==> src/rtl/dec_pkg.sv <==
// dec_pkg: shared FSM state, mode encodings and default widths for dec_scan
package dec_pkg;
  localparam int IN_W_DEF    = 3;
  localparam int DWELL_W_DEF = 4;
  localparam logic MODE_DIRECT = 1'b0;
  localparam logic MODE_SCAN   = 1'b1;
  typedef enum logic [1:0] {IDLE, DIRECT, SCAN} state_t;
endpackage

==> src/rtl/dec_onehot.sv <==
// dec_onehot: MSB-first index to one-hot decode (index 0 -> top bit)
module dec_onehot
  import dec_pkg::*;
#(
  parameter int IN_W = IN_W_DEF
) (
  input  logic [IN_W-1:0]      idx,
  output logic [2**IN_W-1:0]   y
);
  always_comb begin
    y = '0;
    y[~idx] = 1'b1;
  end
endmodule

==> src/rtl/dec_scan.sv <==
// dec_scan: direct one-hot decoder with an auto-scan mode.
// Define DEC_SCAN_DWELL_EN to hold each scan step for dwell+1 cycles.
module dec_scan
  import dec_pkg::*;
#(
  parameter int IN_W    = IN_W_DEF,
  parameter int DWELL_W = DWELL_W_DEF
) (
  input  logic                clk,
  input  logic                rst_n,
  input  logic                en,
  input  logic                mode,
  input  logic                in_valid,
  output logic                in_ready,
  input  logic [IN_W-1:0]     idx,
  input  logic [DWELL_W-1:0]  dwell,
  output logic [2**IN_W-1:0]  y,
  output logic                y_valid,
  output logic                wrap
);
  localparam int OUT_W = 2**IN_W;
  state_t state_q, state_d;
  logic [IN_W-1:0] sidx_q, sidx_d, oh_idx;
  logic [OUT_W-1:0] y_q, y_d, oh_y;
  logic y_valid_q, y_valid_d, wrap_q, wrap_d, accept, step;
  assign in_ready = !en && mode == MODE_DIRECT;
  assign accept   = in_valid && in_ready;
  always_ff @(posedge clk) begin
    if (!rst_n) state_q <= IDLE;
    else state_q <= state_d;
  end
  // A mode change always passes through IDLE for one cycle.
  always_comb begin
    state_d = en ? IDLE :
              state_q == IDLE   ? (mode == MODE_SCAN ? SCAN : DIRECT) :
              state_q == DIRECT ? (mode == MODE_SCAN ? IDLE : DIRECT) :
                                  (mode == MODE_SCAN ? SCAN : IDLE);
  end
`ifdef DEC_SCAN_DWELL_EN
  logic [DWELL_W-1:0] cnt_q, cnt_d;
  assign step = cnt_q == '0;
  // dwell is sampled only when a step is loaded.
  always_comb begin
    cnt_d = state_d != SCAN ? '0 :
            (state_q != SCAN || step) ? dwell : cnt_q - DWELL_W'(1);
  end
  always_ff @(posedge clk) begin
    if (!rst_n) cnt_q <= '0;
    else cnt_q <= cnt_d;
  end
`else
  logic dwell_unused;
  assign dwell_unused = ^dwell;
  assign step = 1'b1;
`endif
  always_comb begin
    sidx_d = (state_d != SCAN || state_q != SCAN) ? '0 :
             step ? sidx_q + IN_W'(1) : sidx_q;
    wrap_d = state_q == SCAN && state_d == SCAN && step && sidx_q == '1;
    oh_idx = state_d == SCAN ? sidx_d : idx;
  end
  dec_onehot #(.IN_W(IN_W)) u_onehot (
    .idx (oh_idx),
    .y   (oh_y)
  );
  always_comb begin
    y_d = (state_d == SCAN || (state_d == DIRECT && accept)) ? oh_y :
          (state_d == DIRECT && state_q == DIRECT) ? y_q : '0;
    y_valid_d = state_d == SCAN ||
                (state_d == DIRECT && (accept || (state_q == DIRECT && y_valid_q)));
  end
  always_ff @(posedge clk) begin
    if (!rst_n) begin
      y_q       <= '0;
      y_valid_q <= 1'b0;
      wrap_q    <= 1'b0;
      sidx_q    <= '0;
    end else begin
      y_q       <= y_d;
      y_valid_q <= y_valid_d;
      wrap_q    <= wrap_d;
      sidx_q    <= sidx_d;
    end
  end
  assign y       = y_q;
  assign y_valid = y_valid_q;
  assign wrap    = wrap_q;
endmodule

==> config.mk <==
export PLATFORM = sky130hd
export DESIGN_NAME = dec_scan
export DESIGN_NICKNAME = d
export VERILOG_FILES = /design/src/rtl/dec_pkg.sv /design/src/rtl/dec_onehot.sv /design/src/rtl/dec_scan.sv
export SDC_FILE = /design/constraint.sdc
export NUM_CORES = 1
export LEC_CHECK = 0
export ABC_AREA = 1
export ABC_CLOCK_PERIOD_IN_PS = 3700
export BUFFER_PORTS_ARGS = -buffer_cell sky130_fd_sc_hd__buf_4
export CORE_MARGIN = 8
export CORE_UTILIZATION = 49
export DETAILED_ROUTE_END_ITERATION = 16
export PLACE_DENSITY = 0.88
export SYNTH_ARGS = -nofsm -noshare
export SYNTH_HDL_FRONTEND = slang
export SYNTH_SLANG_ARGS = --single-unit
==> constraint.sdc <==
create_clock -name clk -period 3.7 [get_ports clk]
set_input_delay 0.74 -clock clk [delete_from_list [all_inputs] [get_ports clk]]
set_output_delay 0.74 -clock clk [all_outputs]
set_load 0.01 [all_outputs]
==> Word-level counts from Yosys, hierarchy flattened <==
Index checks and enable logic that the tools add are counted.
{ "word_totals": {"register_bits": 15, "in_bits": 12, "out_inout_bits": 11, "word_cells": 45} }
{ "op_classes": {"add_sub_neg": 1, "order_cmp": 2, "n_eq_ne": 8, "mux": 12, "bitwise": 2, "reduce_logical": 15} }
{ "ops": {"columns": ["operator", "count"], "rows": [
  ["8-bit two-way mux", 2],
  ["2-bit two-way mux", 5],
  ["1-bit logical AND", 9],
  ["3-bit two-way mux", 2],
  ["2-bit inequality test (second input constant)", 3],
  ["2-bit by 1-bit equality test with 1-bit output (second input constant)", 2],
  ["2-bit equality test (second input constant)", 2],
  ["1-bit logical OR", 4],
  ["3-bit by 4-bit less-than comparator with 1-bit output (second input constant)", 1],
  ["3-bit by 1-bit adder with 3-bit output (second input constant)", 1],
  ["1-bit demux with 3-bit select", 1],
  ["3-bit equality test (second input constant)", 1],
  ["3-bit by 1-bit greater-or-equal comparator with 1-bit output (second input constant)", 1],
  ["3-bit inverter", 1],
  ["2-bit zero test", 1],
  ["1-bit two-way mux", 2],
  ["1-bit zero test", 1],
  ["1-bit inverter", 1]
]} }

==> Longest topological paths before layout <==
{ "depth": {"word_depth": 14, "ltp_mapped": 9, "mapped_depth_nobuf": 9} }

==> Cells and area by module <==
Synthesis repeated with hierarchy kept, for this count alone.
{ "hier_totals": {"cells_unflattened": 92, "hier_area_um2": 679.4} }
{ "by_module_without_submodules": {"columns": ["module", "n_inst", "cells_per_inst", "area_each_um2", "seq_area_each_um2"], "rows": [
  ["dec_scan", 1, 77, 623.1, 300.3],
  ["dec_onehot", 1, 15, 56.3, 0.0]
]} }

==> Worst setup path before layout <==
No wires, ideal clock.
{ "synth_path": {"path_type": "input-to-output", "start": "input port mode", "end": "output port in_ready", "arrival_time_ps": 969, "required_time_ps": 2960, "slack_ps": 1991, "cell_stages": 1, "path_buffers": 0, "path_cell_list": "nor2_1"} }
{ "synth_between": {"elab_chain_cells": 2} }
{ "synth_rtl": {"columns": ["item", "line_no", "text"], "rows": [
  ["from (decl)", "dec_scan.sv:12", "input logic mode,"],
  ["1-bit inverter", "dec_scan.sv:26", "assign in_ready = !en && mode == MODE_DIRECT;"],
  ["1-bit logical AND", "dec_scan.sv:26", null],
  ["to (decl)", "dec_scan.sv:14", "output logic in_ready,"]
]} }
Every way passes these cells.

==> Worst setup path after layout <==
Ends and elaborated chain as after synthesis.

==> flow_summary_export.csv <==
group,metric,value,unit
routing,wl_per_cell,11.1,um
job,maxCapViolations,0,
clocking,clkLatencyLatePin,0.28,ns
final_layout,final_cell_mix,"nand2_1 (25), buf_4 (18), dfxtp_1 (15)",
timing,fin_skew,0.00280,ns
critical_path,r2r_end,"y[3]$_SDFFE_PN0P_",
critical_path,crit_start,"mode",
yosys,yosysTopAreaCell,"dfxtp_1",
yosys,ys_ff_latch,15,
timing,tns,0,ns
grt,grt_overflow,0,
critical_path,path_class,"in -> out",
final_layout,num-nets-final,120,
floorplan,ios,23,
place,dp_hpwl,1.05,mm
critical_path,crit_arrival,1.22,ns
floorplan,rows,13,
clocking,cts-htree-levels,1,
routing,vias,601,
critical_path,rr_startpoint,"sidx_q[0]$_SDFF_PN0_",
final_layout,final_common_cell,"nand2_1",
final_layout,fin_cells,120,
floorplan,start_util,50.8,%
final_layout,fill_cells,120,
place,placed_area,795,um2
grt,antenna_found_initial,0,
clocking,cts_made_buffers,3,
timing,worstMarginPinSlew,0.710,ns
timing,slew_headroom,52.3,%
grt,track_usage,10.6,%
routing,drt-vias-per-instance,5.01,
routing,ant_nets,0,
critical_path,reg2regPathDepth,8,
clocking,ctsHoldBuffers,0,
grt,grt_start_max_net_pins,15,
yosys,synth_nets,98,
clocking,clk_pin_slew,0.08,ns
place,gp_congestion,0.799,
final_layout,drive_above_1_share,32.4,%
final_layout,stdcell_area,821,um2
clocking,cts_resized,0,
floorplan,die_area,2730,um2
clocking,clock_sinks,15,
routing,drt_first_pass_iters,4,
place,dp.cells,116,
yosys,ys_warn_count,0,
power_and_ir_drop,leakage,0.392,nW
yosys,syn-instance-count,84,
min_path,hp-class,"reg -> reg",
final_layout,antenna_cells,0,
timing,hold_viol,0,
timing,rsz0062_at_grt,"false",
routing,drt_iter0_drc,8,
clocking,root_buffer,"clkbuf_4",
yosys,synth_top_area_share,46.6,%
routing,route.detailed.drc,0,
final_layout,area_growth,27.4,%
timing,slew_violations,0,
power_and_ir_drop,ir_drop,247,uV
timing,min_period_over_period,52.9,%
timing,max_clock_freq,511,MHz
timing,setup_viol,0,
timing,fin_crit,1.96,ns
grt,grt_pass1_vias,586,
yosys,synth_seq_area_share,46.6,%
critical_path,timing.critical_path.to,"in_ready",
grt,grt_pass1_wl,2.24,mm
yosys,ys_types,18,
critical_path,end_kind,"primary output",
floorplan,core,1270,um2
yosys,synth_area,644,um2
clocking,cts_setup_buffers,0,
critical_path,reg2reg_slack,2.26,ns
clocking,cts_tree,"done",
outcome,status,"complete, no violations",
critical_path,required,2.96,ns
routing,routed_wl,1.34,mm
yosys,synthTopCellsByArea,"dfxtp_1 (47%), nand2_1 (15%), a21oi_1 (6.2%), nor2_1 (4.7%), ha_1 (3.9%)",
place,port_buffers,18,
floorplan,die_w,52.3,um
critical_path,path_max_fanout,4,
floorplan,die_height,52.3,um
critical_path,crit_path_start_kind,"input pin",
power_and_ir_drop,p_per_area,357,nW/um2
yosys,syn_avg_cell_area,7.67,um2
clocking,cts_buffer_depth,2,
registers in the layout, summed over array words and instances, names as in the netlist:
register / count
state_q: 2
y: 8
wrap: 1
sidx_q: 3
y_valid: 1
worst min-delay path by stage:
stage / slack, ns / start / end / cells past startpoint
2_1_floorplan: 0.42 / state_q[1]$_SDFF_PN0_ / state_q[0]$_SDFF_PN0_ / 1
3_3_place_gp: 0.43 / state_q[1]$_SDFF_PN0_ / state_q[0]$_SDFF_PN0_ / 1
3_5_place_dp: 0.45 / state_q[1]$_SDFF_PN0_ / state_q[0]$_SDFF_PN0_ / 1
4_1_cts: 0.46 / state_q[1]$_SDFF_PN0_ / state_q[0]$_SDFF_PN0_ / 1
5_1_grt: 0.46 / state_q[1]$_SDFF_PN0_ / state_q[0]$_SDFF_PN0_ / 1
6_report: 0.45 / state_q[1]$_SDFF_PN0_ / state_q[0]$_SDFF_PN0_ / 1
through the flow:
stage                     util, %  hold WS (ns)  setup slack (ns)  total power [W]
after floorplan                 -         0.418              1.99         0.000191
after global placement       62.6         0.434              1.77         0.000205
after detailed placement     62.6         0.446              1.76         0.000206
after CTS                    64.7         0.458              1.75         0.000298
after global routing         64.7         0.464              1.70         0.000307
final                        64.7         0.452              1.74         0.000293
final cells by class:
cell class | instances | area (um2) | area share, %
multi-input combinational | 59 | 307 | 37.3
inverter | 9 | 33.8 | 4.12
sequential | 15 | 300 | 36.6
timing repair buffer | 18 | 135 | 16.5
clock buffer | 4 | 26.3 | 3.20
tap | 15 | 18.8 | 2.29
power by group:
| group | total [W] | leakage, nW | internal (W) | switching [W] |
|---|---|---|---|---|
| clock network | 0.0000911 | 0.0150 | 0.0000419 | 0.0000492 |
| registers | 0.000166 | 0.121 | 0.000164 | 0.00000185 |
| logic | 0.0000357 | 0.255 | 0.0000144 | 0.0000214 |
Yosys cell counts, drive strengths merged:
master	number
nor4	2
inv	9
clkbuf	1
ha	2
nand3	4
nand3b	1
nand2	29
dfxtp	15
a21oi	8
nor2	12
nand4	1
metal layers:
metal / part of all wire, % / track usage, %
met5: 0 / 0
met3: 10 / 5.11
met4: 2.6 / 6.47
met2: 47 / 17.6
met1: 40 / 10.4
critical path, stage by stage:
cell	delay [ns]
buf_4	0.13
nor2_1	0.19
buf_4	0.16
cell families after synthesis:
group / after synthesis / share of synthesized area [%]
compound gates: 8 / 6.21
fa+ha+maj: 2 / 3.88
buf+inv: 10 / 5.82
flops: 15 / 46.6
simple gates: 49 / 37.5
No activity file was read; power rests on OpenSTA's default activity.
